### src/rtl/abuf_int_port_arbiter.sv
// abuf_int_port_arbiter
// Arbitrates the activation buffer's single internal port between the PISO
// write queue and the feature-loader read path. Reads normally win so that
// compute stays fed. A write wins on a same-address hazard or once it has
// lost maxWrWait cycles in a row. All memory-side signals are registered,
// and returning read data is qualified by a tag shift register.
module abuf_int_port_arbiter #(
  parameter int addrWidth    = 32,
  parameter int dataWidth    = 256,
  parameter int maxWrWait    = 4,  // 1..15
  parameter int memRdLatency = 1   // 1..3
) (
  input  logic                 clk,
  input  logic                 nrst,            // synchronous, active-high

  input  logic                 wr_valid_i,
  input  logic [addrWidth-1:0] wr_addr_i,
  input  logic [dataWidth-1:0] wr_data_i,
  output logic                 wr_ready_o,

  input  logic                 rd_valid_i,
  input  logic [addrWidth-1:0] rd_addr_i,
  output logic                 rd_ready_o,
  output logic [dataWidth-1:0] rd_data_o,
  output logic                 rd_data_valid_o,

  output logic                 mem_wr_en_o,
  output logic [addrWidth-1:0] mem_wr_addr_o,
  output logic [dataWidth-1:0] mem_wr_data_o,
  output logic                 mem_rd_en_o,
  output logic [addrWidth-1:0] mem_rd_addr_o,
  input  logic [dataWidth-1:0] mem_rd_data_i,

  output logic [15:0]          conflict_cnt_o,
  output logic                 busy_o
);

  // Read-return tag pipe: bit 0 is set the cycle after a read is accepted,
  // and bit STAGES lines up with valid data on mem_rd_data_i.
  localparam int STAGES = memRdLatency;

  localparam logic [3:0] WR_WAIT_MAX = 4'(maxWrWait);

  // Write request as registered onto the memory port.
  typedef struct packed {
    logic                 en;
    logic [addrWidth-1:0] addr;
    logic [dataWidth-1:0] data;
  } mem_wr_t;

  // Read request as registered onto the memory port.
  typedef struct packed {
    logic                 en;
    logic [addrWidth-1:0] addr;
  } mem_rd_t;

  logic          both_vld;
  logic          hazard;
  logic          starved;
  logic          grant_wr;
  logic          grant_rd;
  logic [3:0]    wr_wait_cnt;
  logic [STAGES:0] vld_pipe;
  mem_wr_t       mem_wr_q;
  mem_rd_t       mem_rd_q;

  // Grant selection. Write wins when it is alone, when it collides with the
  // read address (so the read sees the new data), or once it is starved.
  // Nothing is granted while reset is asserted.
  always_comb begin
    both_vld = wr_valid_i && rd_valid_i;
    hazard   = both_vld && (rd_addr_i == wr_addr_i);
    starved  = both_vld && (wr_wait_cnt >= WR_WAIT_MAX);
    grant_wr = !nrst && wr_valid_i && (!rd_valid_i || hazard || starved);
    grant_rd = !nrst && rd_valid_i && !grant_wr;
  end

  assign wr_ready_o = grant_wr;
  assign rd_ready_o = grant_rd;

  // Starvation counter: counts consecutive lost cycles of a pending write.
  always_ff @(posedge clk) begin
    if (nrst) begin
      wr_wait_cnt <= '0;
    end else if (!wr_valid_i || grant_wr) begin
      wr_wait_cnt <= '0;
    end else if (wr_wait_cnt != 4'hF) begin
      wr_wait_cnt <= wr_wait_cnt + 4'd1;
    end
  end

  // Saturating count of cycles where both requesters contend.
  always_ff @(posedge clk) begin
    if (nrst) begin
      conflict_cnt_o <= '0;
    end else if (both_vld && (conflict_cnt_o != 16'hFFFF)) begin
      conflict_cnt_o <= conflict_cnt_o + 16'd1;
    end
  end

  // Memory write port register: enable follows the grant, addr/data hold
  // their last value when no write is granted.
  always_ff @(posedge clk) begin
    if (nrst) begin
      mem_wr_q <= '0;
    end else begin
      mem_wr_q.en <= grant_wr;
      if (grant_wr) begin
        mem_wr_q.addr <= wr_addr_i;
        mem_wr_q.data <= wr_data_i;
      end
    end
  end

  // Memory read port register: same hold behaviour as the write side.
  always_ff @(posedge clk) begin
    if (nrst) begin
      mem_rd_q <= '0;
    end else begin
      mem_rd_q.en <= grant_rd;
      if (grant_rd) begin
        mem_rd_q.addr <= rd_addr_i;
      end
    end
  end

  // Tag pipe for accepted reads; reset drops anything in flight.
  always_ff @(posedge clk) begin
    if (nrst) begin
      vld_pipe <= '0;
    end else begin
      vld_pipe <= {vld_pipe[STAGES-1:0], grant_rd};
    end
  end

  assign mem_wr_en_o     = mem_wr_q.en;
  assign mem_wr_addr_o   = mem_wr_q.addr;
  assign mem_wr_data_o   = mem_wr_q.data;
  assign mem_rd_en_o     = mem_rd_q.en;
  assign mem_rd_addr_o   = mem_rd_q.addr;

  // Read data is a straight passthrough; the tag qualifies it.
  assign rd_data_o       = mem_rd_data_i;
  assign rd_data_valid_o = vld_pipe[STAGES];

  assign busy_o = wr_valid_i | rd_valid_i | (|vld_pipe);

endmodule

### config.mk
export PLATFORM = sky130hd
export DESIGN_NAME = abuf_int_port_arbiter
export DESIGN_NICKNAME = d
export VERILOG_FILES = /design/src/rtl/abuf_int_port_arbiter.sv
export SDC_FILE = /design/constraint.sdc
export NUM_CORES = 1
export LEC_CHECK = 0
export CAP_MARGIN = 30
export CELL_PAD_IN_SITES_DETAIL_PLACEMENT = 0
export CELL_PAD_IN_SITES_GLOBAL_PLACEMENT = 1
export CORE_AREA = 2 2 454 456
export CTS_BUF_LIST = sky130_fd_sc_hd__clkbuf_8
export DETAILED_ROUTE_END_ITERATION = 7
export DIE_AREA = 0 0 456 458
export PLACE_DENSITY = 0.42
export SLEW_MARGIN = 20
export SYNTH_ARGS = -nofsm -noshare
export SYNTH_HDL_FRONTEND = slang
export SYNTH_SLANG_ARGS = --single-unit
### constraint.sdc
create_clock -name clk -period 1.9 [get_ports clk]
set_input_delay 0.38 -clock clk [delete_from_list [all_inputs] [get_ports clk]]
set_output_delay 0.38 -clock clk [all_outputs]
set_load 0.02 [all_outputs]
==> flow_summary_export.csv, run 1 <==
group,metric,value,unit
run_status,status,"finished, violations left",
run_status,violations,"negative setup slack",
worst_setup_path,max_stage_delay,330,ps
cells_and_area,area_growth,50.2,%
yosys,ys_warn_count,0,
cells_and_area,multi_input_area,12900,µm²
cells_and_area,fill_cells,22935,
die,fp.dieH,458,µm
yosys,synth_fp_nets,3599,
worst_setup_path,critical_path.most_common_cell,"buf_6",
timing,tightest_slew,602,ps
timing,max_clock_freq,0.415,GHz
timing,timing.setup.tns,-1590,ps
worst_setup_path,critPathSlowestCell,"dfxtp_2",
worst_setup_path,worstPathArrival,2030,ps
yosys,synth_area_leaders,"dfxtp_1 30%, o311ai_1 10%, nor3b_1 9.4%",
worst_setup_path,crit_fanout,2,
timing,grt_setup_unrepaired,"yes",
hold_path,hold_path.class,"in -> reg",
power_and_ir_drop,ir_drop,0.448,mV
yosys,synth.cell_area,23100,µm²
clocking,insertion_delay,820,ps
timing,slew_violations,0,
global_routing,grt_pass1_vias,25382,
yosys,synth_seq_cells,343,
cells_and_area,layout.nets,4100,
route,routed_wl,140,mm
timing,period_share,127,%
worst_setup_path,critPathKind,"reg -> out",
route,wl_per_cell,22.3,µm
yosys,avgSynthCellArea,7.64,µm²
placed_design,dp_hpwl,98.5,mm
die,dieArea,209000,µm²
die,core_area,204000,µm²
yosys,synth_edf_count,0,
global_routing,grt_usage,12.8,%
die,start_util,11.3,%
yosys,synthFlopType,"dfxtp_1",
worst_setup_path,endpoint_kind,"output pin",
clocking,clockBufferDepth,3,
clocking,cts_made_buffers,85,
global_routing,gr-total-overflow,0,
clocking,htree_levels,3,
placed_design,numPortBuffers,665,
route,ant_nets,0,
timing,setup_violations,35,
power_and_ir_drop,p_per_area,644,nW/µm²
global_routing,grt_antenna_before_repair,7,
cells_and_area,seqCellArea,6950,µm²
route,vias,25685,
cells_and_area,layout-drive-gt1-share,25.9,%
cells_and_area,final_core_util,17.0,%
yosys,synth_seq_area_share,29.8,%
die,pin_count,1178,
clocking,cts-root-buf,"clkbuf_8",
worst_setup_path,setup.worst_path.start_class,"register",
route,drt_pre_antenna_iters,5,
clocking,cts_tree,"built",
route,drc_errors,0,
global_routing,grt_pass1_wl,196,mm
timing,relSlewSlack,59.9,%
worst_setup_path,worstPathCellList,"nor2_4 > and2_4 > o21ai_2 > buf_6 > a21oi_2 > buf_4 > buf_6",
timing,hold_violations,0,
yosys,synth_top_area_share,29.8,%
run,max_cap_violations,0,
die,rows,166,
clocking,path_clk_slew,60,ps
timing,setup_slack,-509,ps
clocking,clock-sinks,343,
global_routing,grt_start_max_net_pins,90,
yosys,async_reset_ff_share,0,%
yosys,ys_types,40,
yosys,yosysTopAreaCell,"dfxtp_1",
placed_design,place.gp.congestion,0.794,
route,vias_per_cell,4.10,
route,dr.first_iter.drc_count,1624,
yosys,synthCells,3017,
timing,fin_crit,2410,ps
die,die_w,456,µm
power_and_ir_drop,design_power_total,0.0223,W
power_and_ir_drop,power.leakage,13.2,nW
worst_setup_path,cp.required,1520,ps
timing,worst_clock_skew,58.4,ps
## per-stage QoR
step                      hold WS [ps]  instances  worst slack (ps)  instance area (µm²)
after global routing             0.458       6260              -666                34600
final                             69.8       6262              -509                34600
after floorplan                    502       3017              7.92                23100
after CTS                         4.26       6247              -765                34400
after detailed placement           485       6042             -1340                32600
after global placement             475       6042             -1390                32600
## flip-flops by register name, summed over array words and instances (netlist names)
signal,flops
conflict_cnt_o,16
mem_rd_addr_o,32
mem_wr_addr_o,32
mem_wr_data_o,256
mem_wr_en_o,1
vld_pipe,2
wr_wait_cnt,4
## final timing paths
| path | from | endpoint | slack (ps) | cells after the start |
|---|---|---|---|---|
| worst min register to register | mem_wr_data_o[201] | mem_wr_data_o[201] | 490 | 2 |
| worst max-delay path | wr_wait_cnt[3] | rd_ready_o | -510 | 7 |
| worst min-delay path | rd_addr_i[15] | mem_rd_addr_o[15] | 70 | 4 |
| worst max register to register | wr_wait_cnt[3] | mem_rd_addr_o[11] | 30 | 7 |
## timing repair
action | CTS | global route
gates cloned | 14 | 2
setup buffers | 42 | 12
endpoints found under the hold margin | 22 | 6
pin swaps | 53 | 24
setup endpoints to repair | 657 | 338
gates resized for setup | 1925 | 81
hold buffers | 21 | 6
## per-layer routing
| layer | up-vias | global-route usage (%) | routed length (µm) |
|---|---|---|---|
| li1 | 11943 | - | - |
| met1 | 12621 | 15.0 | 57200 |
| met2 | 846 | 21.8 | 68700 |
| met3 | 267 | 3.42 | 9080 |
| met4 | 8 | 5.02 | 4570 |
| met5 | - | 0.804 | 43 |
## cells by family (layout without fill, tap and decap cells)
kind of cell	after synthesis	after routing	share of synthesized area, %
buffers and inverters	617	1169	15.6
AO/OA/AOI/OAI	667	667	20.2
adder cells (fa/ha/maj)	2	2	0.109
AND/OR/NAND/NOR	1348	1348	32.8
multiplexers	3	3	0.136
flip-flops	343	343	29.8
other	1	6	0.0163
XOR/XNOR	36	36	1.37
## area by class of cell
| class | instances | share of cell area [%] |
|---|---|---|
| Clock buffer | 95 | 3.78 |
| Antenna cell | 5 | 0.0361 |
| Clock inverter | 43 | 0.798 |
| Inverter | 3 | 0.0542 |
| Timing Repair Buffer | 1028 | 28.2 |
| Tap cell | 2688 | 9.71 |
| Sequential cell | 343 | 20.1 |
| Multi-Input combinational cell | 2057 | 37.4 |
## critical path, delay by kind of cell, from the launching register on
family,cells,cell delay (ps)
simple gates,2,300
buf+inv,3,380
flops,1,330
compound gates,2,190
## layout by cell type, fill, tap and decap left out, drive strengths merged, types with 37 or more instances in the layout
master         count
a21oi            301
and3             322
buf              691
clkbuf           104
clkdlybuf4s50    257
dfxtp            343
inv               37
nand2            326
nand3            329
nor3b            288
o311ai           288
## power by group
group	switching, W	leakage [nW]	internal (W)	total (W)
Sequential	0.000404	2.85	0.00771	0.00811
Clock	0.00445	0.924	0.00482	0.00927
Combinational	0.00281	9.45	0.00213	0.00494
## synthesized netlist by cell type, types with 33 or more instances
| library cell | instances |
|---|---|
| and3_1 | 322 |
| nor3b_1 | 288 |
| buf_4 | 281 |
| nand3_1 | 329 |
| nor2b_1 | 36 |
| o311ai_1 | 268 |
| nand2_1 | 326 |
| a21oi_1 | 301 |
| dfxtp_1 | 343 |
| buf_2 | 68 |
| clkbuf_1 | 242 |
| xor2_1 | 34 |
| o211ai_1 | 33 |
No activity file was read; power rests on OpenSTA's default activity.
==> run 2: changes to the inputs <==
--- a/config.mk
+++ b/config.mk
@@ -12,7 +12,7 @@
 export CTS_BUF_LIST = sky130_fd_sc_hd__clkbuf_8
 export DETAILED_ROUTE_END_ITERATION = 7
 export DIE_AREA = 0 0 456 458
-export PLACE_DENSITY = 0.42
+export PLACE_DENSITY = 0.41
 export SLEW_MARGIN = 20
 export SYNTH_ARGS = -nofsm -noshare
 export SYNTH_HDL_FRONTEND = slang
==> constraint.sdc (replaced) <==
create_clock -name clk -period 2.8 [get_ports clk]
set_input_delay 0.56 -clock clk [delete_from_list [all_inputs] [get_ports clk]]
set_output_delay 0.56 -clock clk [all_outputs]
set_load 0.02 [all_outputs]
==> run 2 against run 1 <==
Against the previous run:
- the flow now finishes without violations
- register-to-register slack improved by 620 ps
- total power decreased by 33%
- non-clock buffer count is 135 lower
- worst hold slack better by 140 ps
- clock power decreased by 34%
- wire length shrank 5.6%
==> flow_summary_export.csv, run 2 (synthesized netlist as in run 1, its figures left out) <==
group,metric,value,unit
timing,max_clock_freq,0.360,GHz
global_routing,grt_antenna_before_repair,15,
clocking,cts_made_buffers,85,
power_and_ir_drop,p_per_area,444,nW/µm²
global_routing,grt_start_max_net_pins,135,
worst_setup_path,crit_fanout,2,
die,die_w,456,µm
timing,slew_violations,0,
route,routed_wl,132,mm
global_routing,grt_pass1_vias,24898,
clocking,path_clk_slew,50,ps
global_routing,grt_pass1_wl,188,mm
cells_and_area,area_growth,46.4,%
clocking,clock-sinks,343,
clocking,insertion_delay,790,ps
worst_setup_path,endpoint_kind,"output pin",
clocking,cts_tree,"built",
clocking,cts-root-buf,"clkbuf_8",
timing,fin_crit,2780,ps
route,wl_per_cell,21.5,µm
worst_setup_path,cp.required,2240,ps
worst_setup_path,critical_path.most_common_cell,"buf_4",
worst_setup_path,worstPathArrival,2220,ps
timing,relSlewSlack,37.0,%
cells_and_area,layout-drive-gt1-share,11.0,%
cells_and_area,final_core_util,16.6,%
die,core_area,204000,µm²
die,fp.dieH,458,µm
route,drt_pre_antenna_iters,5,
route,vias,24943,
hold_path,worstHoldPathCells,3,
worst_setup_path,reg2regPathDepth,6,
timing,hold_violations,0,
route,ant_nets,0,
placed_design,dp_hpwl,93.9,mm
hold_path,hold_path.class,"in -> reg",
run,max_cap_violations,0,
cells_and_area,final_common_cell,"clkdlybuf4s50_1",
timing,whs,215,ps
placed_design,numPortBuffers,665,
timing,timing.setup.tns,0,ps
global_routing,gr-total-overflow,0,
power_and_ir_drop,power.leakage,11.7,nW
power_and_ir_drop,ir_drop,0.279,mV
die,start_util,11.3,%
timing,period_share,99.3,%
worst_setup_path,worstPathCellList,"clkdlybuf4s50_1 > xor2_1 > nor4_2 > nand4_1 > o21ai_2 > buf_4 > a21oi_1 > buf_4",
die,pin_count,1178,
route,dr.first_iter.drc_count,1623,
timing,setup_violations,0,
route,vias_per_cell,4.07,
worst_setup_path,max_stage_delay,460,ps
timing,worst_clock_skew,38.4,ps
worst_setup_path,setup.worst_path.start_class,"input port",
cells_and_area,layout_common_cells,"600 x clkdlybuf4s50_1, 343 x dfxtp_1, 329 x nand3_1, 325 x nand2_1, 322 x and3_1",
clocking,clockBufferDepth,3,
cells_and_area,layout.nets,3965,
timing,tightest_slew,945,ps
worst_setup_path,critPathSlowestCell,"clkdlybuf4s50_1",
die,rows,166,
run_status,status,"finished clean",
die,dieArea,209000,µm²
placed_design,place.gp.congestion,0.771,
cells_and_area,largest_reg_flops,256,
clocking,htree_levels,3,
worst_setup_path,critPathKind,"in -> out",
global_routing,grt_usage,12.1,%
route,drc_errors,0,
==> run 2: cell types whose count changed in the layout (fill, tap and decap cells not counted), moves of 9 or more <==
| cell | before | now |
|---|---|---|
| buf_16 | 13 | 0 |
| dfxtp_2 | 54 | 0 |
| clkdlybuf4s15_2 | 9 | 0 |
| dlygate4sd2_1 | 2 | 25 |
| buf_12 | 87 | 56 |
| dlygate4sd3_1 | 27 | 0 |
| buf_4 | 283 | 172 |
| buf_6 | 63 | 2 |
| o311ai_0 | 10 | 20 |
| buf_2 | 231 | 0 |
| dfxtp_1 | 284 | 343 |
| clkdlybuf4s50_1 | 257 | 600 |
| buf_8 | 14 | 2 |
==> run 2: per-layer routing <==
layer / routed length (µm) / GRT usage [%] / share of wire, %
met5: 115 / 0 / 0.087
met4: 3870 / 3.98 / 2.9
met3: 8120 / 3.54 / 6.2
met2: 66300 / 21.1 / 50
met1: 53500 / 14.0 / 41
==> run 2: power by group <==
part           switching, W  internal (W)  leakage, nW  total, W
clock               0.00294       0.00314        0.893   0.00608
sequential         0.000261       0.00522         2.82   0.00549
combinational       0.00186       0.00155         8.01   0.00341
==> run 2: critical path, delay by kind of cell <==
kind	cells	cell delay, ps
compound gates	2	250
xor+xnor	1	200
buf+inv	3	760
simple gates	2	440
==> run 2: per-stage QoR <==
stage	power, W	worst slack, ps	std cells	cell area (µm²)
after floorplan	0.00758	367	3017	23100
after global placement	0.00903	-891	5968	31800
after detailed placement	0.00902	-811	5968	31800
after CTS	0.0155	2.42	6122	33500
after global routing	0.0159	-39.3	6126	33800
final	0.0150	19.8	6128	33800
==> run 2: path summary, 6_finish.rpt <==
path                       endpoint  slack [ps]               from
setup / recovery         rd_ready_o          20       rd_addr_i[2]
hold / removal       wr_wait_cnt[2]         210         wr_valid_i
setup reg to reg  conflict_cnt_o[9]         650  conflict_cnt_o[7]
hold reg to reg   mem_wr_data_o[29]         490  mem_wr_data_o[29]
==> run 2: cell type report <==
cell class / count / area [µm²]
fill: 22916 / 170000
multi-input combinational: 2057 / 12800
timing repair buffer: 893 / 9130
sequential: 343 / 6870
tap: 2688 / 3360
clock buffer: 98 / 1350
clock inverter: 40 / 193
inverter: 3 / 18.8
antenna: 6 / 15.0
==> run 2: timing repair <==
action / CTS / global route
hold buffers: 0 / 0
hold endpoints to repair: 0 / 0
resized for setup: 54 / 54
pin swaps: 7 / 12
setup buffers: 17 / 1
setup endpoints to repair: 5 / 185
